`src/rtl/regfile_commit_sequencer_pkg.sv`:
```
// Shared configuration for the commit sequencer slice.
// Provides register-file widths, the commit FIFO geometry and a small helper
// that decides whether a commit slot actually produces a register write.
package regfile_commit_sequencer_pkg;

  localparam int DATA_LEN          = 32;
  localparam int REG_ADDR_LEN      = 5;
  localparam int COMMIT_FIFO_DEPTH = 4;
  localparam int COMMIT_PTR_LEN    = 2;

  localparam logic [REG_ADDR_LEN-1:0] ZERO_REG_ADDR = '0;
  localparam logic TRUE  = 1'b1;
  localparam logic FALSE = 1'b0;

  // x0 is hardwired to zero, so a commit targeting it never needs a write.
  function automatic logic isWritable(input logic valid, input logic [REG_ADDR_LEN-1:0] rd);
    return valid && (rd != ZERO_REG_ADDR);
  endfunction

endpackage

```
`src/rtl/regfile_commit_sequencer_fw_match.sv`:
```
// commit_fw_match: DEPTH-way youngest-match priority select.
// Entries arrive in age order (index 0 = oldest). The youngest valid entry
// whose destination equals addr_i supplies the forwarded value.
// Ports:
//   addr_i   lookup register address (x0 never hits)
//   valid_i  per-entry occupancy, age ordered
//   rd_i     per-entry destination register, age ordered
//   data_i   per-entry value, age ordered
//   hit_o    some valid entry matches
//   data_o   value from the youngest matching entry
module commit_fw_match
  import regfile_commit_sequencer_pkg::*;
#(
  parameter int DEPTH = COMMIT_FIFO_DEPTH
) (
  input  logic [REG_ADDR_LEN-1:0]            addr_i,
  input  logic [DEPTH-1:0]                   valid_i,
  input  logic [DEPTH-1:0][REG_ADDR_LEN-1:0] rd_i,
  input  logic [DEPTH-1:0][DATA_LEN-1:0]     data_i,
  output logic                               hit_o,
  output logic [DATA_LEN-1:0]                data_o
);

  // Scanning oldest to youngest lets a later match override an earlier one,
  // so the final value is always the youngest match.
  always_comb begin
    hit_o  = FALSE;
    data_o = '0;
    for (int i = 0; i < DEPTH; i++) begin
      if (valid_i[i] && (rd_i[i] == addr_i) && (addr_i != ZERO_REG_ADDR)) begin
        hit_o  = TRUE;
        data_o = data_i[i];
      end
    end
  end

endmodule

```
`src/rtl/regfile_commit_sequencer.sv`:
```
// regfile_commit_sequencer: funnels up to two in-order ROB commits per cycle
// into a small FIFO and drains one register-file write per cycle.
// Ports:
//   clk, rst                 clock, synchronous active-high reset
//   rdy                      global ready; all state holds while low
//   has_misbranch            register file ignores writes this cycle
//   c0_* / c1_*              commit slots (c0 older than c1)
//   commit_ready             room for two commits this cycle
//   wr_en / wr_rd / wr_data  register-file write port
//   fw_rs1_* / fw_rs2_*      issue-side forwarding of queued values
//   empty, count             FIFO occupancy
module regfile_commit_sequencer
  import regfile_commit_sequencer_pkg::*;
#(
  parameter int DEPTH = COMMIT_FIFO_DEPTH,
  parameter int PTR_W = COMMIT_PTR_LEN
) (
  input  logic                    clk,
  input  logic                    rst,
  input  logic                    rdy,
  input  logic                    has_misbranch,
  input  logic                    c0_valid,
  input  logic [REG_ADDR_LEN-1:0] c0_rd,
  input  logic [DATA_LEN-1:0]     c0_data,
  input  logic                    c1_valid,
  input  logic [REG_ADDR_LEN-1:0] c1_rd,
  input  logic [DATA_LEN-1:0]     c1_data,
  output logic                    commit_ready,
  output logic                    wr_en,
  output logic [REG_ADDR_LEN-1:0] wr_rd,
  output logic [DATA_LEN-1:0]     wr_data,
  input  logic [REG_ADDR_LEN-1:0] fw_rs1_addr,
  input  logic [REG_ADDR_LEN-1:0] fw_rs2_addr,
  output logic                    fw_rs1_hit,
  output logic [DATA_LEN-1:0]     fw_rs1_data,
  output logic                    fw_rs2_hit,
  output logic [DATA_LEN-1:0]     fw_rs2_data,
  output logic                    empty,
  output logic [PTR_W:0]          count
);

  localparam logic [PTR_W:0] READY_LIMIT = (PTR_W+1)'(DEPTH - 2);

  logic [PTR_W-1:0]        head_q, head_d;
  logic [PTR_W-1:0]        tail_q, tail_d;
  logic [PTR_W:0]          count_q, count_d;
  logic [REG_ADDR_LEN-1:0] rd_q   [DEPTH];
  logic [DATA_LEN-1:0]     data_q [DEPTH];

  logic                    enq0, enq1;
  logic [1:0]              enqCount;
  logic [PTR_W-1:0]        tailSlot1;

  logic [DEPTH-1:0]                   ageValid;
  logic [DEPTH-1:0][REG_ADDR_LEN-1:0] ageRd;
  logic [DEPTH-1:0][DATA_LEN-1:0]     ageData;

  assign empty        = (count_q == '0);
  assign count        = count_q;
  // Uses registered occupancy only, so a dequeue this cycle cannot open the gate early.
  assign commit_ready = (count_q <= READY_LIMIT);

  // Misbranch does not block enqueue: committed values are architectural.
  assign enq0      = !rst && rdy && commit_ready && isWritable(c0_valid, c0_rd);
  assign enq1      = !rst && rdy && commit_ready && isWritable(c1_valid, c1_rd);
  assign enqCount  = {1'b0, enq0} + {1'b0, enq1};
  // c1 lands after c0, or in c0's slot when c0 is skipped.
  assign tailSlot1 = tail_q + PTR_W'(enq0);

  assign wr_en   = !empty && rdy && !has_misbranch && !rst;
  assign wr_rd   = rd_q[head_q];
  assign wr_data = data_q[head_q];

  assign head_d  = head_q + PTR_W'(wr_en);
  assign tail_d  = tail_q + PTR_W'(enqCount);
  assign count_d = count_q + (PTR_W+1)'(enqCount) - (PTR_W+1)'(wr_en);

  // Pointer and occupancy state; rdy gating is already folded into enq/wr_en.
  always_ff @(posedge clk) begin
    if (rst) begin
      head_q  <= '0;
      tail_q  <= '0;
      count_q <= '0;
    end else begin
      head_q  <= head_d;
      tail_q  <= tail_d;
      count_q <= count_d;
    end
  end

  // Entry storage carries no reset; occupancy alone says which entries are live.
  always_ff @(posedge clk) begin
    if (enq0) begin
      rd_q[tail_q]   <= c0_rd;
      data_q[tail_q] <= c0_data;
    end
    if (enq1) begin
      rd_q[tailSlot1]   <= c1_rd;
      data_q[tailSlot1] <= c1_data;
    end
  end

  // Re-order the circular buffer oldest-first so the matcher can prefer the youngest.
  always_comb begin
    ageValid = '0;
    ageRd    = '0;
    ageData  = '0;
    for (int i = 0; i < DEPTH; i++) begin
      ageValid[i] = ((PTR_W+1)'(i) < count_q);
      ageRd[i]    = rd_q[head_q + PTR_W'(i)];
      ageData[i]  = data_q[head_q + PTR_W'(i)];
    end
  end

  commit_fw_match #(.DEPTH(DEPTH)) u_fw_rs1 (
    .addr_i  (fw_rs1_addr),
    .valid_i (ageValid),
    .rd_i    (ageRd),
    .data_i  (ageData),
    .hit_o   (fw_rs1_hit),
    .data_o  (fw_rs1_data)
  );

  commit_fw_match #(.DEPTH(DEPTH)) u_fw_rs2 (
    .addr_i  (fw_rs2_addr),
    .valid_i (ageValid),
    .rd_i    (ageRd),
    .data_i  (ageData),
    .hit_o   (fw_rs2_hit),
    .data_o  (fw_rs2_data)
  );

endmodule

```
`config.mk`:
```
export PLATFORM = sky130hd
export DESIGN_NAME = regfile_commit_sequencer
export DESIGN_NICKNAME = d
export VERILOG_FILES = /design/src/rtl/regfile_commit_sequencer_pkg.sv /design/src/rtl/regfile_commit_sequencer_fw_match.sv /design/src/rtl/regfile_commit_sequencer.sv
export SDC_FILE = /design/constraint.sdc
export NUM_CORES = 1
export LEC_CHECK = 0
export BUFFER_PORTS_ARGS = -buffer_cell sky130_fd_sc_hd__clkbuf_2
export CORE_ASPECT_RATIO = 1.1
export CORE_MARGIN = 2
export CORE_UTILIZATION = 55
export CTS_CLUSTER_SIZE = 10
export DETAILED_ROUTE_END_ITERATION = 8
export PLACE_DENSITY_LB_ADDON = 0.12
export SLEW_MARGIN = 20
export SYNTH_ARGS = -nofsm -noshare
export SYNTH_HDL_FRONTEND = slang
export SYNTH_HIERARCHICAL = 1
export SYNTH_SLANG_ARGS = --single-unit
```
`constraint.sdc`:
```
create_clock -name clk -period 8.62 [get_ports clk]
set_input_delay 1.724 -clock clk [delete_from_list [all_inputs] [get_ports clk]]
set_output_delay 1.724 -clock clk [all_outputs]
set_load 0.005 [all_outputs]
```
==> summary.txt, run 1 <==
Run status
  – Outcome: finished clean

Setup path
  – Flop-to-flop setup slack: 5120 ps
  – Maximum fanout along the worst path: 33
  – Req. time, crit path: 6900 ps
  – Bufs and invs on worst path: 3
  – Critical path class: in2out
  – Crit path cell chain: clkbuf_2, or4_4, o211ai_4, buf_4, or2_2, a311oi_1, o21ai_0, clkbuf_2
  – Critical path's most frequent cell: clkbuf_2
  – Crit-path max cell delay: 700 ps
  – Largest delay share family, worst path: simple AND/OR/NAND/NOR gates
  – CP arrival: 4500 ps
  – Slowest stage cell, crit path: or2_2
  – Startpoint types: input pin
  – Element type at the critical path end: primary output

Timing
  – Final setup violation count: 0
  – Max-slew headroom: 31.8%
  – Final min period: 6220 ps
  – Max Slew Vio Count: 0
  – Peak Freq: 161 MHz
  – Slew @ Worst Pin: 1020 ps
  – Count of final hold-check violations: 0
  – RSZ-0062 raised after global routing: false
  – Setup_tns: 0 ps
  – Fin Clk Skew: 12.3 ps
  – Final worst path period share: 72.2%

Synthesis
  – Avg Inst Size Synth: 12.1 um^2
  – Compound-Gate Fraction of Synth Area: 9.51%
  – Dominant cell type by area after synthesis: edfxtp_1
  – Adder-Cell Fraction of Synth Area: 0.800%
  – Yosys synthesis warning count: 6
  – Post-Synth Simple-Gate Area: 6.59%
  – Mux contribution to synthesized area: 37.7%
  – Area of the mapped netlist: 13,400 um^2
  – #FFs+latches synth: 155
  – Synth cell types: 38
  – Largest family of logic cells by synthesized area: multiplexers
  – Post-Synth XOR/XNOR Area: 3.00%
  – Sequential fraction of the synthesis area: 34.1%
  – Share of the synthesized area in the top cell type: 33.1%
  – Cells after Synth: 1,111
  – Synth area leaders: edfxtp_1, mux4_2, mux2_2
  – Post-Syn Nets: 1,209

Detailed routing
  – Avg WL per Cell: 24.9 um
  – Post-route DRC: 0
  – Total iterations of the first detailed-routing run: 7
  – Detail Route Antenna Nets: 0
  – DRT iter0 DRCs: 1,015
  – WL final: 38,000 um
  – Via count: 10,400
  – DR vias/cell: 6.84

Job
  – Max Cap Viol: 0

Global routing
  – All-Layer GR Usage: 29.2%
  – GRT overflow: 0
  – Largest net degree at the start of global routing: 79
  – Vias in the first global route: 10,300
  – Initial antenna violation count: 3
  – First-pass GRT wire length: 58,100 um

Placement
  – Placed wire-length estimate: 24,000 um
  – Gpl congestion: 0.835
  – Buffers on Ports: 198

Power
  – Total Power: 2.30 mW
  – PwrDens: 155 nW/um^2
  – Leakage: 5.12 nW
  – Peak supply drop: 0.100 mV

Clock network
  – Clk_lat worst skew: 430 ps
  – Clock sinks: 155
  – CTS-repair resized insts: 0
  – CTS tree: built
  – CTS root buffer: clkbuf_16
  – Clock buffer count from CTS: 17
  – Clock Path Buffers: 2
  – Clk slew on worst S/H paths: 70 ps
  – # H-tree levels: 4
  – Post-CTS setup buffers: 0
  – # hold bufs at CTS: 0

Cells and area
  – Layout cell share with drive strength beyond 1: 47.7%
  – Nets: 1,300
  – Area grow syn2layout: 10.6%

Die
  – DIE AREA: 25,700 um^2
  – Ports: 199
  – Die H: 168 um
  – Starting density of the core: 55.4%
  – Num rows: 60
  – Core area: 24,200 um^2
  – Die width: 153 um

Min path
  – Hold WC Path Type: reg2reg
-- report_power, final --
group	switching, mW	leakage, nW	internal (mW)	total (mW)
Combinational	0.308	3.43	0.280	0.588
Clock	0.367	0.294	0.418	0.784
Sequential	0.0493	1.40	0.879	0.928
-- Yosys cell counts --
library cell	number
o21ai_0	70
nand4_1	8
or3_1	6
xor2_1	3
or2_2	1
buf_2	25
edfxtp_1	148
and3_4	1
or2_1	2
inv_2	1
nor2_1	5
ha_1	7
buf_4	46
buf_1	10
buf_6	9
clkbuf_1	58
xnor2_1	43
mux2_4	19
mux2_2	129
nand2_1	72
o2111a_1	1
a311oi_1	64
a21oi_2	1
or4_4	2
a31o_2	2
nor3_1	71
o2111ai_2	1
nand3_1	5
dfxtp_1	7
mux4_2	148
o21ai_1	58
fa_1	1
nor2_4	2
inv_1	75
nor2b_1	5
or4_1	2
o211ai_2	2
nor3b_1	1
-- placed cells by master, fill, tap and decap left out, types with 6 or more instances in the layout --
cell type	n
mux4_2	148
clkbuf_2	198
ha_1	7
o21ai_0	70
buf_4	21
o21ai_1	58
mux2_2	129
xnor2_1	43
nand2_1	70
a311oi_1	64
mux2_4	19
inv_1	75
edfxtp_1	148
inv_8	6
nand4_1	8
nor3_1	64
clkbuf_16	17
-- cell type report --
type / count / area (um^2)
Clock buffer: 17 / 425
Inverter: 76 / 285
Clock inverter: 15 / 174
Fill cell: 1922 / 9380
Sequential cell: 155 / 4590
Antenna cell: 2 / 5.00
Tap cell: 310 / 388
Multi-Input combinational cell: 732 / 7830
Timing Repair Buffer: 220 / 1180
-- worst paths after layout --
path / startpoint / to / cells past startpoint
setup / recovery: fw_rs2_addr[2] / fw_rs2_data[1] / 8
hold / removal: count[0] / count[0] / 2
setup reg to reg: count[2] / data_q[2][16] / 7
hold reg to reg: count[0] / count[0] / 2
-- kinds of logic after synthesis --
kind of cell	count (synthesis)
compound gates	199
mux	296
flops	155
buf+inv	224
xor+xnor	46
simple gates	183
fa+ha+maj	8
-- state kept, by name, indices dropped and copies added, names as in the netlist --
register	count
head_q	2
tail_q	2
rd_q	20
count	3
data_q	128
-- metrics by stage --
step | hold slack [ps] | instances | setup WS [ps] | util, % | instance area (um^2)
3_5_place_dp | 658 | 1492 | 2460 | 58.7 | 14200
4_1_cts | 682 | 1524 | 2270 | 61.2 | 14800
6_report | 694 | 1527 | 2400 | 61.3 | 14900
2_1_floorplan | 545 | 1111 | 3630 | - | 13400
5_1_grt | 712 | 1525 | 2360 | 61.3 | 14900
3_3_place_gp | 655 | 1492 | 2490 | 58.7 | 14200
-- metal layers --
metal / global-route usage [%] / up-vias / part of all wire [%]
met5: 0 / - / 0
met4: 9.66 / 0 / 2.3
li1: - / 4526 / -
met3: 5.05 / 72 / 8.5
met2: 49.1 / 583 / 50
met1: 38.7 / 5261 / 39
-- worst min-delay path, delay by kind of cell, from the launching register on --
kind / cells / cell delay (ps)
adder cells (fa/ha/maj): 1 / 150
flip-flops: 1 / 390
AND/OR/NAND/NOR: 1 / 120
Note: power is estimated with default switching activity, not from simulation.
==> inputs of run 2 (changes only) <==
--- a/config.mk
+++ b/config.mk
@@ -8,7 +8,7 @@
 export BUFFER_PORTS_ARGS = -buffer_cell sky130_fd_sc_hd__clkbuf_2
 export CORE_ASPECT_RATIO = 1.1
 export CORE_MARGIN = 2
-export CORE_UTILIZATION = 55
+export CORE_UTILIZATION = 53
 export CTS_CLUSTER_SIZE = 10
 export DETAILED_ROUTE_END_ITERATION = 8
 export PLACE_DENSITY_LB_ADDON = 0.12
==> constraint.sdc (replaced) <==
create_clock -name clk -period 5.1 [get_ports clk]
set_input_delay 1.02 -clock clk [delete_from_list [all_inputs] [get_ports clk]]
set_output_delay 1.02 -clock clk [all_outputs]
set_load 0.005 [all_outputs]
==> summary.txt, run 2 (synthesized netlist as in run 1, its figures left out) <==
Setup path
  – Req. time, crit path: 4080 ps (-2820 ps)
  – CP arrival: 3790 ps (-710 ps)
  – Crit-path max cell delay: 770 ps (+70 ps)
  – Critical path's most frequent cell: buf_4
  – Critical path class: reg2out
  – Maximum fanout along the worst path: 59 (+79%)
  – Startpoint types: flop
  – Element type at the critical path end: primary output
  – Crit path cell chain: buf_4, buf_4, mux4_2, inv_1, nor3_1, a311oi_1, o21ai_0, clkbuf_2
  – Slowest stage cell, crit path: buf_4
  – Flop-to-flop setup slack: 1900 ps (-3220 ps)

Timing
  – Peak Freq: 208 MHz
  – Setup ws final: 294 ps (-2110 ps)
  – Final worst path period share: 94.2%
  – RSZ-0062 raised after global routing: false
  – Final min period: 4810 ps
  – Fin Clk Skew: 11.4 ps (-0.892 ps)
  – Max Slew Vio Count: 0 (unchanged)
  – Slew @ Worst Pin: 849 ps (-168 ps)
  – Final setup violation count: 0 (unchanged)
  – Max-slew headroom: 43.4% (+12 points)
  – Count of final hold-check violations: 0 (unchanged)
  – Setup_tns: 0 ps (unchanged)

Detailed routing
  – Post-route DRC: 0 (unchanged)
  – WL final: 39,500 um (+4.1%)
  – Via count: 10,500 (+0.48%)
  – DR vias/cell: 6.79 (-0.76%)
  – Detail Route Antenna Nets: 0 (unchanged)
  – DRT iter0 DRCs: 944 (-7.0%)
  – Total iterations of the first detailed-routing run: 5 (-2)
  – Avg WL per Cell: 25.6 um (+2.8%)

Cells and area
  – Layout cell share with drive strength beyond 1: 48.0% (+0.31 points)
  – Reg area: 4590 um^2 (unchanged)
  – Final instance area: 14,900 um^2 (+0.50%)
  – Fillers: 2,026 (+5.4%)
  – Most frequent cells in the layout: clkbuf_2, mux4_2, edfxtp_1, mux2_2, inv_1
  – Biggest register: data_q
  – Most common cell after layout, fill and taps aside: clkbuf_2
  – Area grow syn2layout: 11.2%
  – Area of the multi-input gates: 7810 um^2 (-0.18%)
  – Final Util: 59.5% (-1.8 points)
  – Nets: 1,313 (+1.0%)
  – Max reg flops: 128 (unchanged)

Global routing
  – Largest net degree at the start of global routing: 98 (+24%)
  – Initial antenna violation count: 3 (unchanged)
  – GRT overflow: 0 (unchanged)
  – First-pass GRT wire length: 59,300 um (+2.1%)
  – Vias in the first global route: 10,400 (+1.6%)
  – All-Layer GR Usage: 29.5% (+0.33 points)

Min path
  – Hold WC Path Type: reg2reg

Placement
  – Gpl congestion: 0.876 (+4.9%)
  – Post-place setup slack: 806 ps (-1660 ps)
  – Buffers on Ports: 198 (unchanged)
  – Placed wire-length estimate: 25,400 um (+5.9%)
  – Post-DP Area: 14,400 um^2 (+1.2%)

Die
  – Starting density of the core: 53.5% (-1.9 points)
  – Core area: 25,100 um^2 (+3.6%)
  – Ports: 199 (unchanged)
  – Num rows: 61 (+1.7%)
  – DIE AREA: 26,700 um^2 (+3.7%)
  – Die H: 171 um (+1.8%)
  – Die width: 156 um (+1.8%)

Clock network
  – CTS tree: built
  – CTS-repair resized insts: 0 (unchanged)
  – Clk slew on worst S/H paths: 60 ps (about the same)
  – CTS root buffer: clkbuf_16
  – # hold bufs at CTS: 0 (unchanged)
  – Clock sinks: 155 (unchanged)
  – # H-tree levels: 4 (unchanged)
  – Clock buffer count from CTS: 17 (unchanged)
  – Clock Path Buffers: 2 (unchanged)
  – Post-CTS setup buffers: 0 (unchanged)
  – Clk_lat worst skew: 430 ps (about the same)

Job
  – Max Cap Viol: 0 (unchanged)

Run status
  – Outcome: finished clean

Power
  – Leakage: 5.15 nW (+0.57%)
  – Peak supply drop: 0.231 mV (+130%)
  – PwrDens: 252 nW/um^2 (+63%)
-- run 2: through the flow --
step / hold slack (ps) / power [mW] / std cells
after floorplan: 545 / 2.31 / 1111
after global placement: 656 / 2.58 / 1511
after detailed placement: 663 / 2.59 / 1511
after CTS: 685 / 3.77 / 1543
after global routing: 743 / 3.90 / 1543
final: 676 / 3.77 / 1546
-- run 2: path summary, 6_finish.rpt --
kind                  start               to  cells past startpoint
setup reg to reg   count[2]    data_q[2][13]                      7
setup / recovery  head_q[1]  fw_rs2_data[31]                      8
hold reg to reg    count[0]         count[0]                      2
hold / removal     count[0]         count[0]                      2
-- run 2: final cells by class --
class                           instances  area share [%]
Clock buffer                           17            2.85
Multi-Input combinational cell        732            52.3
Clock inverter                         15           0.762
Sequential cell                       155            30.7
Tap cell                              315            2.64
Antenna cell                            3          0.0502
Inverter                               76            1.91
Timing Repair Buffer                  233            8.81
-- run 2: power breakdown --
| group | leakage [nW] | internal [mW] | switching [mW] |
|---|---|---|---|
| logic | 3.50 | 0.481 | 0.533 |
| registers | 1.40 | 1.48 | 0.0768 |
| clock network | 0.256 | 0.629 | 0.561 |
| total | 5.15 | 2.60 | 1.17 |
-- run 2: worst max-delay path: cells and delay by family, from the launching register on --
kind                   cells  cell delay, ps
AO/OA/AOI/OAI              2             530
buffers and inverters      4            1570
flip-flops                 1             550
multiplexers               1             610
AND/OR/NAND/NOR            1              50
-- run 2: layer usage --
metal  vias to the layer above  global-route usage, %  routed length, um
li1                       4549                      -                  -
met1                      5224                   37.6              14600
met3                       101                   6.43               4120
met4                         0                   9.73                963
met2                       618                   50.3              19900
met5                         -                      0                  0
